==> src/rtl/mem_bus_arbiter.sv <==
// Shared memory port arbiter: D > S > F with fetch anti-starvation,
// plus an ACCESS/WAIT/DONE sequencer with programmable wait states.
module mem_bus_arbiter #(
    parameter int AW           = 10,
    parameter int DW           = 16,
    parameter int WAIT_CYCLES  = 1,
    parameter int FETCH_STARVE = 4
) (
    input  logic          clk,
    input  logic          rst,
    input  logic          f_req,
    input  logic          d_req,
    input  logic          s_req,
    input  logic          d_we,
    input  logic          s_we,
    input  logic [AW-1:0] f_addr,
    input  logic [AW-1:0] d_addr,
    input  logic [AW-1:0] s_addr,
    input  logic [DW-1:0] d_wdata,
    input  logic [DW-1:0] s_wdata,
    output logic          f_ack,
    output logic          d_ack,
    output logic          s_ack,
    output logic [DW-1:0] rdata,
    output logic          busy,
    output logic          mem_en,
    output logic          mem_we,
    output logic [AW-1:0] mem_addr,
    output logic [DW-1:0] mem_wdata,
    input  logic [DW-1:0] mem_rdata
);
    localparam int SW = (FETCH_STARVE < 1) ? 1 : $clog2(FETCH_STARVE + 1);
    localparam logic [SW-1:0] STARVE_MAX = SW'(FETCH_STARVE);
    localparam logic [3:0] WAIT_LOAD = 4'(WAIT_CYCLES);
    localparam bit NO_WAIT = (WAIT_CYCLES == 0);
    localparam logic [1:0] ID_F = 2'd0;
    localparam logic [1:0] ID_D = 2'd1;
    localparam logic [1:0] ID_S = 2'd2;

    typedef enum logic [1:0] {IDLE, ACCESS, WAIT, DONE} state_t;

    state_t         r_state;
    state_t         w_next;
    logic [1:0]     r_win;
    logic [AW-1:0]  r_addr;
    logic           r_we;
    logic [DW-1:0]  r_wdata;
    logic [3:0]     r_wcnt;
    logic [SW-1:0]  r_streak;
    logic [DW-1:0]  r_rdata;

    logic           w_any;
    logic           w_last;
    logic [1:0]     w_pick;
    logic [AW-1:0]  w_addr;
    logic           w_we;
    logic [DW-1:0]  w_wdata;

    assign w_any     = f_req | d_req | s_req;
    assign rdata     = r_rdata;
    assign mem_addr  = r_addr;
    assign mem_wdata = r_wdata;

    // pick the winner: a starved fetch first, otherwise D > S > F
    always_comb begin
        w_pick  = ID_F;
        w_addr  = f_addr;
        w_we    = 1'b0;
        w_wdata = '0;
        if (r_streak == STARVE_MAX && f_req) begin
            w_pick = ID_F;
        end else if (d_req) begin
            w_pick  = ID_D;
            w_addr  = d_addr;
            w_we    = d_we;
            w_wdata = d_wdata;
        end else if (s_req) begin
            w_pick  = ID_S;
            w_addr  = s_addr;
            w_we    = s_we;
            w_wdata = s_wdata;
        end
    end

    // next state, memory strobes and completion pulses
    always_comb begin
        w_next = r_state;
        w_last = 1'b0;
        busy   = (r_state != IDLE);
        mem_en = 1'b0;
        mem_we = 1'b0;
        f_ack  = 1'b0;
        d_ack  = 1'b0;
        s_ack  = 1'b0;
        unique case (r_state)
            IDLE: begin
                if (w_any) w_next = ACCESS;
            end
            ACCESS: begin
                mem_en = 1'b1;
                mem_we = r_we;
                w_last = NO_WAIT;
                w_next = NO_WAIT ? DONE : WAIT;
            end
            WAIT: begin
                mem_en = 1'b1;
                if (r_wcnt <= 4'd1) begin
                    w_last = 1'b1;
                    w_next = DONE;
                end
            end
            DONE: begin
                f_ack  = (r_win == ID_F);
                d_ack  = (r_win == ID_D);
                s_ack  = (r_win == ID_S);
                w_next = IDLE;
            end
            default: w_next = IDLE;
        endcase
    end

    // state register
    always_ff @(posedge clk or negedge rst) begin
        if (!rst) r_state <= IDLE;
        else      r_state <= w_next;
    end

    // request latch, fetch streak and wait-state counter
    always_ff @(posedge clk or negedge rst) begin
        if (!rst) begin
            r_win    <= ID_F;
            r_addr   <= '0;
            r_we     <= 1'b0;
            r_wdata  <= '0;
            r_wcnt   <= '0;
            r_streak <= '0;
        end else begin
            if (r_state == IDLE && w_any) begin
                r_win   <= w_pick;
                r_addr  <= w_addr;
                r_we    <= w_we;
                r_wdata <= w_wdata;
                if (w_pick == ID_F)
                    r_streak <= '0;
                else if (r_streak != STARVE_MAX)
                    r_streak <= r_streak + SW'(1);
            end
            if (r_state == ACCESS)
                r_wcnt <= WAIT_LOAD;
            else if (r_state == WAIT)
                r_wcnt <= r_wcnt - 4'd1;
        end
    end

    // read data is taken on the edge that ends the last memory cycle
    always_ff @(posedge clk or negedge rst) begin
        if (!rst)
            r_rdata <= '0;
        else if (w_last && !r_we)
            r_rdata <= mem_rdata;
    end

endmodule

==> config.mk <==
export PLATFORM = sky130hd
export DESIGN_NAME = mem_bus_arbiter
export DESIGN_NICKNAME = d
export VERILOG_FILES = /design/src/rtl/mem_bus_arbiter.sv
export SDC_FILE = /design/constraint.sdc
export NUM_CORES = 1
export LEC_CHECK = 0
export ABC_AREA = 1
export CORE_UTILIZATION = 46
export CTS_BUF_LIST = sky130_fd_sc_hd__clkbuf_4
export CTS_CLUSTER_SIZE = 30
export DETAILED_ROUTE_END_ITERATION = 8
export GPL_TIMING_DRIVEN = 0
export HOLD_SLACK_MARGIN = 0.15
export PLACE_DENSITY_LB_ADDON = 0.15
export SYNTH_ARGS = -nofsm -noshare
export SYNTH_HDL_FRONTEND = slang
export SYNTH_SLANG_ARGS = --single-unit
==> constraint.sdc <==
create_clock -name clk -period 3.1 [get_ports clk]
set_clock_uncertainty 0.1 [all_clocks]
set_input_delay 0.93 -clock clk [delete_from_list [all_inputs] [get_ports clk]]
set_output_delay 0.93 -clock clk [all_outputs]
set_load 0.01 [all_outputs]
* Yosys cells after proc, flatten, opt, wreduce, memory -nomap -nowiden *
Index checks and enable logic that the tools add are counted.

storage, ports and cells
  flip-flop bits (word level) = 54
  latch bits = 0
  bits in writable memories = 0
  ROM bits = 0
  input port bits = 85
  output and inout bits = 48
  word-level logic and storage cells = 61
  memories kept = 0

cells by class
  $add $sub $neg = 2
  multipliers = 0
  divide/modulo/power cells = 0
  $lt $le $gt $ge = 1
  equal/unequal tests = 9
  shifts and indexed selects = 0
  multiplexer cells = 26
  bitwise operators = 2
  reduce and logical (&&, ||, !) cells = 13

operators with widths
  kind                                                                               number
  16-bit 2-to-1 mux                                                                  3
  10-bit 2-to-1 mux                                                                  3
  1-bit 2-to-1 mux                                                                   10
  2-bit 2-to-1 mux                                                                   5
  4-bit 2-to-1 mux                                                                   2
  2-bit one-hot mux with 4 select lines                                              1
  2-bit equality test (second input constant)                                        3
  2-bit logical NOT                                                                  3
  3-bit 2-to-1 mux                                                                   2
  2-bit nonzero test                                                                 3
  2-bit by 1-bit equality test with 1-bit output (second input constant)             2
  4-bit by 1-bit less-or-equal comparator with 1-bit output (second input constant)  1
  2-bit inequality test (second input constant)                                      2
  2-bit AND reduction                                                                2
  4-bit by 1-bit subtractor with 4-bit output (second input constant)                1
  3-bit by 1-bit adder with 3-bit output (second input constant)                     1
  3-bit equality test (second input constant)                                        1
  1-bit logical AND                                                                  3
  3-bit inequality test (second input constant)                                      1
  1-bit OR                                                                           2
  2-bit OR reduction                                                                 1
  1-bit logical NOT                                                                  1

* Longest topological paths before layout *
  word-level depth = 6
  depth in mapped cells = 9
  gate-level depth less buffers = 9

* Worst setup path after synthesis *
No wires, ideal clock.

  kind = reg2out
  from = register r_state[0]
  to = output mem_en
  arrival = 863 ps
  required time = 2,070 ps
  path slack = 1,207 ps
  stages on the path, launching flop included = 3
  path buffers = 0
  cells stage by stage = dfrtp_1 > inv_1 > ha_1

between the ends
  word-level cells in the longest chain between the ends = 3
  elaborated cells between the ends (all ways) = 4
  those cells by class = 2 x eq/ne; 1 x mux; 1 x reduce/logical

ends and longest elaborated chain
  what                                                                                   line  text
  start: declaration                                                                     42    state_t r_state;
  start signal: assignment                                                               125   else r_state <= w_next;
  2-bit by 1-bit equality test with 1-bit output or 2-bit equality test (tied branches)  95    unique case (r_state)
  2-bit OR reduction (no source line) (*)                                                -
  1-bit 2-to-1 mux (*)                                                                   95
  end: declaration                                                                       26    output logic mem_en,

Mark *: on every way between the ends. The rest lies on a longest branch, timed or not.

* Worst setup path after layout *
Ends and elaborated chain as after synthesis.

==> out/metrics.yaml <==
status:
  run_status: "complete, no violations"
power:
  power.share.clock_pct: 9.2
  vdd_drop_max_uv: 446.7
  p_switching_mw: 1.319
  leakage_nw: 2.144
  p_comb_share_pct: 54.2
  total_power_mw: 3.393
  power_density_mw_per_mm2: 778.5
  p_seq_share_pct: 36.6
  p_int_mw: 2.073
  switching_share_pct: 38.89
floorplanning:
  io_pins: 133
  rows: 28
  die_h_um: 81.05
  start_util_pct: 47.97
  coreArea_mm2: 0.005991
  die_width_um: 81.05
  die-area_mm2: 0.006568
cts:
  cts.path.max_buffers: 2
  ctsHoldBuffers: 0
  htreeDepth: 2
  ctsRootBufferMaster: "clkbuf_4"
  cts_tree: "yes"
  insertion_delay_ns: 0.37
  numCtsBuffers: 5
  post_cts_buffers: 0
  cts_resized: 0
  cts.sinks: 54
  path_clk_slew_ns: 0.15
timing:
  relSlewSlack_pct: 62.98
  hold_violations: 0
  slew_violations: 0
  final-setup-viol-count: 0
  fmax_ghz: 0.3384
  min_period_ns: 2.955
  rsz0062_at_grt: "no"
  tightest_slew_ns: 0.5552
  period_share_pct: 95.32
synthesis:
  yosysTopAreaCell: "dfrtp_1"
  synth_edf_count: 0
  yosysTopAreaCellShare_pct: 47.02
  async_reset_ff_share_pct: 100.0
  ys_seq_area_share_pct: 47.02
  synth_seq_cells: 54
  syn_area_per_cell_um2: 7.705
  synth.area.top_cells: "dfrtp_1 (47%), nand2_1 (18%), inv_1 (6.1%)"
  ys.flop_type: "dfrtp_1"
  syn_area_mm2: 0.002874
  yosys_warnings: 0
  synthDistinctLibCells: 24
  synth_nets: 467
  syn_inst: 373
worst_setup_path:
  cp_slowest_cell: "clkdlybuf4s50_1"
  critPathTopFamily: "buffers and inverters"
  rrSetupSlack_ns: 1.36
  required_ns: 2.07
  crit_chain: "inv_1 -> ha_1 -> clkdlybuf4s50_1"
  crit_type: "reg2out"
  max_stage_delay_ns: 0.59
  crit_path_max_fanout: 9
  worstSetupStartpoint: "r_state[0]$_DFFE_PN0P_"
  rr_startpoint: "r_state[0]$_DFFE_PN0P_"
  cp-end-kind: "primary output"
  cp.arrival_ns: 1.92
  crit_buf_inv: 2
  critPathLaunchType: "flop"
route:
  drt_drc_violations_left: 0
  routed_wl_um: 7202
  drtAntennaViolNets: 0
  first_iter_violations: 97
  vias: 2823
  vias_per_cell: 4.793
  wl_per_cell_um: 12.23
  drtPass1Iterations: 4
layout:
  layout.cells.most_common_list: "nand2_1 (137), clkdlybuf4s50_1 (131), dfrtp_1 (54)"
  mostFrequentLayoutCell: "nand2_1"
  drive_gt1_share_pct: 5.837
  fill_cells: 478
  syn_to_final_growth_pct: 51.63
  postLayoutCoreUtil_pct: 72.74
  antennaDiodeCount: 0
  fin_nets: 607
  fin_cells: 589
worst_hold_path:
  hold_path.class: "reg2reg"
  min_from: "mem_addr[7]$_DFFE_PN0P_"
global_routing:
  grt.overflow.total: 0
  grt_pass1_wl_um: 11750
  track_usage_pct: 23.07
  antenna_found_initial: 0
  grt_pass1_vias: 2672
  grt_start_max_net_pins: 32
flow_run:
  cap_violations: 0
placement:
  gp_congestion: 0.8081
  portBuffers: 132
  dp_hpwl_um: 5532
  dp_cells: 581
## power groups by stage
stage               registers (mW)  logic (mW)  clock network, mW
CTS                           1.24        1.86              0.321
finish                        1.24        1.84              0.313
detailed placement            1.25        1.85                  0
floorplan                     1.35       0.822                  0
global route                  1.28        2.04              0.345
global placement              1.24        1.80                  0
## tightest hold or removal path: stages (launching register included)
cell	delay (ns)
dfrtp_1	0.37
nand2_1	0.05
nand2_1	0.05
## cells by family after synthesis
logic type	synth area share [%]
buffers and inverters	9.578
and+or+nand+nor	27.56
xor gates and xnor gates	0.3048
DFF	47.02
adders and majority gates	3.918
AOI/OAI and AO/OA	11.62
## synthesized netlist by cell type (4+ instances only)
library cell / n
nand3_1: 19
a21boi_0: 17
ha_1: 9
nand2_1: 137
nor2_1: 14
o21ai_0: 22
o21ai_1: 14
dfrtp_1: 54
and2_0: 9
inv_1: 47
buf_2: 4
## sequential cells by signal, summed over array words and instances, names as in the netlist
register   cells
r_we           1
r_win          2
mem_addr      10
r_wcnt         4
r_streak       3
r_state        2
mem_wdata     16
rdata         16
## through the flow
stage | setup TNS [ns] | hold WS (ns) | setup slack [ns] | instance area, um^2
after floorplan | 0 | 0.3675 | 1.207 | 2874
final | 0 | 0.3978 | 0.1450 | 4358
after detailed placement | 0 | 0.3660 | 0.5190 | 4304
after global placement | -34.41 | 0.3619 | -0.6409 | 4289
after global routing | 0 | 0.4363 | 0.01523 | 4358
after CTS | 0 | 0.4008 | 0.1249 | 4358
## path summary, 6_finish.rpt
check	end	cells after the start
worst max register to register	mem_addr[4]$_DFFE_PN0P_	7
min in group asynchronous	rdata[14]$_DFFE_PN0P_	1
worst max-delay path	mem_en	3
worst min-delay path	mem_addr[7]$_DFFE_PN0P_	2
max in group asynchronous	r_state[0]$_DFFE_PN0P_	2
worst min register to register	mem_addr[7]$_DFFE_PN0P_	2
## area by class of cell
cell class | instances | area, um^2 | share of cell area (%)
buffer | 13 | 87.58 | 2.010
clock buffer | 6 | 45.04 | 1.034
clock inverter | 2 | 8.758 | 0.2010
inverter | 50 | 187.7 | 4.307
multi-input combinational | 256 | 1247 | 28.62
sequential | 54 | 1351 | 31.01
tap | 75 | 93.84 | 2.153
timing repair buffer | 133 | 1336 | 30.66
## per-layer routing
metal / wire, um / global-route usage, % / vias to the layer above
li1: - / - / 1433
met1: 3098 / 27.06 / 1299
met2: 3520 / 40.50 / 86
met3: 514 / 6.966 / 5
met4: 68 / 6.607 / 0
met5: 0 / 0 / -
(Power assumes the default switching activity.)
==> edit (same settings) <==
Set the parameter `FETCH_STARVE` to 8 (it was 4).
--- a/src/rtl/mem_bus_arbiter.sv
+++ b/src/rtl/mem_bus_arbiter.sv
@@ -5,5 +5,5 @@
     parameter int DW           = 16,
     parameter int WAIT_CYCLES  = 1,
-    parameter int FETCH_STARVE = 4
+    parameter int FETCH_STARVE = 8
 ) (
     input  logic          clk,
Check against the original RTL: no difference found for any inputs over 10 cycles, from zero or initial values and one cycle with rst low; that may be too few to reach the edited logic, so the function may still have changed.
==> edit against the original RTL <==
Design area rose by 0.72%. Sequential cell count up 1. Power increased by 1.1%. Fmax is 0.27% lower. Synthesized area increased by 0.83%. Routed wire length up 11%. Setup slack worse by 8.1 ps. Global-route usage increased by 2.0 points. Sequential share of layout area rose by 0.35 points. Clock power up 7.7%. Critical path type unchanged. Largest cell class unchanged. Highest routed layer unchanged.
==> edit: results (changes against the original RTL) <==
YOSYS
---------------------------------------------------------------------------------
Distinct cells, synth ..............................................           23   was 24
Sequential area share after synthesis ..............................       0.4750   was 0.4702
Cell types with the highest counts after synthesis ................. 120 x sky130_fd_sc_hd__nand2_1, 58 x sky130_fd_sc_hd__inv_1, 55 x sky130_fd_sc_hd__dfrtp_1, 39 x sky130_fd_sc_hd__nand3_1, 39 x sky130_fd_sc_hd__o21ai_0   was 137 x sky130_fd_sc_hd__nand2_1, 54 x sky130_fd_sc_hd__dfrtp_1, 47 x sky130_fd_sc_hd__inv_1, 22 x sky130_fd_sc_hd__o21ai_0, 19 x sky130_fd_sc_hd__nand3_1
Post-synth net total ...............................................          473   was 467
Top post-synthesis cells by area ................................... sky130_fd_sc_hd__dfrtp_1 47%, sky130_fd_sc_hd__nand2_1 16%, sky130_fd_sc_hd__inv_1 7.5%   was sky130_fd_sc_hd__dfrtp_1 47%, sky130_fd_sc_hd__nand2_1 18%, sky130_fd_sc_hd__inv_1 6.1%

POWER
---------------------------------------------------------------------------------
Static Leakage .....................................................     2.159 nW   was 2.144 nW

CLOCKING
---------------------------------------------------------------------------------
Clock latency of the later-clocked register in the worst-skew pair .       390 ps   was 370 ps
Root buffer selected by CTS ........................................ sky130_fd_sc_hd__clkbuf_4   unchanged
Clock Pin Slew Worst Setup and Hold Paths ..........................       170 ps   was 150 ps

FINISH
---------------------------------------------------------------------------------
Filler-free cell count of the finished design ......................          595   was 589
Final net count ....................................................          613   was 607
Share of post-route cells with drive strength above 1 ..............      0.04615   was 0.05837
Count of filler cells inserted in the layout .......................          471   was 478

GRT
---------------------------------------------------------------------------------
Vias in the first global route .....................................        2,788   was 2,672
Pin count of the biggest net entering global routing ...............           30   was 32
GRT Util Overall ...................................................       0.2510   was 0.2307

CRITICAL PATH
---------------------------------------------------------------------------------
Critical path fanouts, max .........................................            8   was 9
Crit Reg-Reg Startpoint ............................................ r_streak[0]$_DFFE_PN0P_   was r_state[0]$_DFFE_PN0P_
Crit path arrival time .............................................      1930 ps

PLACE
---------------------------------------------------------------------------------
Placer congestion estimate .........................................       0.8518   was 0.8081
Total placed cells including tap cells .............................          587   was 581
Total cell area at the placement stage .............................    4328 um^2   was 4304 um^2
Estimated wirelength of the detail-placed design ...................      6079 um   was 5532 um
Setup WS pre-CTS ...................................................     391.7 ps   was 519.0 ps

RUN STATUS
---------------------------------------------------------------------------------
Outcome ............................................................ finished clean   unchanged

WORST HOLD PATH
---------------------------------------------------------------------------------
Worst hold path type ............................................... flop to flop   unchanged
Origin of the worst min-delay path ................................. mem_addr[3]$_DFFE_PN0P_   was mem_addr[7]$_DFFE_PN0P_

DRT
---------------------------------------------------------------------------------
Iteration-0 DRC count of the detailed router .......................          141   was 97
Aggregate routed wire length .......................................      7985 um   was 7202 um
Vias per std cell ..................................................        4.997   was 4.793

STA
---------------------------------------------------------------------------------
Worst relative slew slack ..........................................       0.5687   was 0.6298

edit: changes by cell type in the layout (fill, tap and decap cells not counted), sizes merged, moves of 5 or more:
cell    change
a21boi     -17
a22oi      +17
and2        -9
inv        +10
nand2      -18
nand3      +18
o21ai       +5
edit: logic make-up after synthesis:
kind of cell,count (synthesis),synth area share
AO/OA/AOI/OAI,61,0.1239
adder cells (fa/ha/maj),9,0.03886
buffers and inverters,75,0.1049
flip-flops,55,0.4750
AND/OR/NAND/NOR,179,0.2573
edit: layout make-up:
cell class / count / area (um^2) / area share
Buffer: 14 / 75.07 / 0.01710
Clock buffer: 5 / 37.54 / 0.008552
Clock inverter: 3 / 23.77 / 0.005416
Inverter: 61 / 229.0 / 0.05217
Multi-Input combinational cell: 249 / 1217 / 0.2774
Sequential cell: 55 / 1376 / 0.3136
Tap cell: 75 / 93.84 / 0.02138
Timing Repair Buffer: 133 / 1336 / 0.3044
edit: path summary, 6_finish.rpt:
path	slack (ps)	to	cells after the start
setup / recovery	140	mem_en	3
hold / removal	400	mem_addr[3]$_DFFE_PN0P_	2
setup reg to reg	1290	mem_addr[7]$_DFFE_PN0P_	7
hold reg to reg	400	mem_addr[3]$_DFFE_PN0P_	2
max in group asynchronous	1890	rdata[13]$_DFFE_PN0P_	2
min in group asynchronous	430	r_wcnt[1]$_DFFE_PN0P_	1
edit: per-layer routing:
metal | track usage | vias to the layer above | part of all wire
met5 | 0 | - | 0
met4 | 0.05893 | 0 | 0.0099
met3 | 0.07416 | 6 | 0.073
met2 | 0.4383 | 107 | 0.51
met1 | 0.3010 | 1380 | 0.41
li1 | - | 1480 | -
edit: power by group:
part | internal (mW) | leakage, nW | switching (mW)
clock | 0.0930 | 0.0331 | 0.244
combinational | 0.917 | 1.44 | 0.902
sequential | 1.05 | 0.684 | 0.220
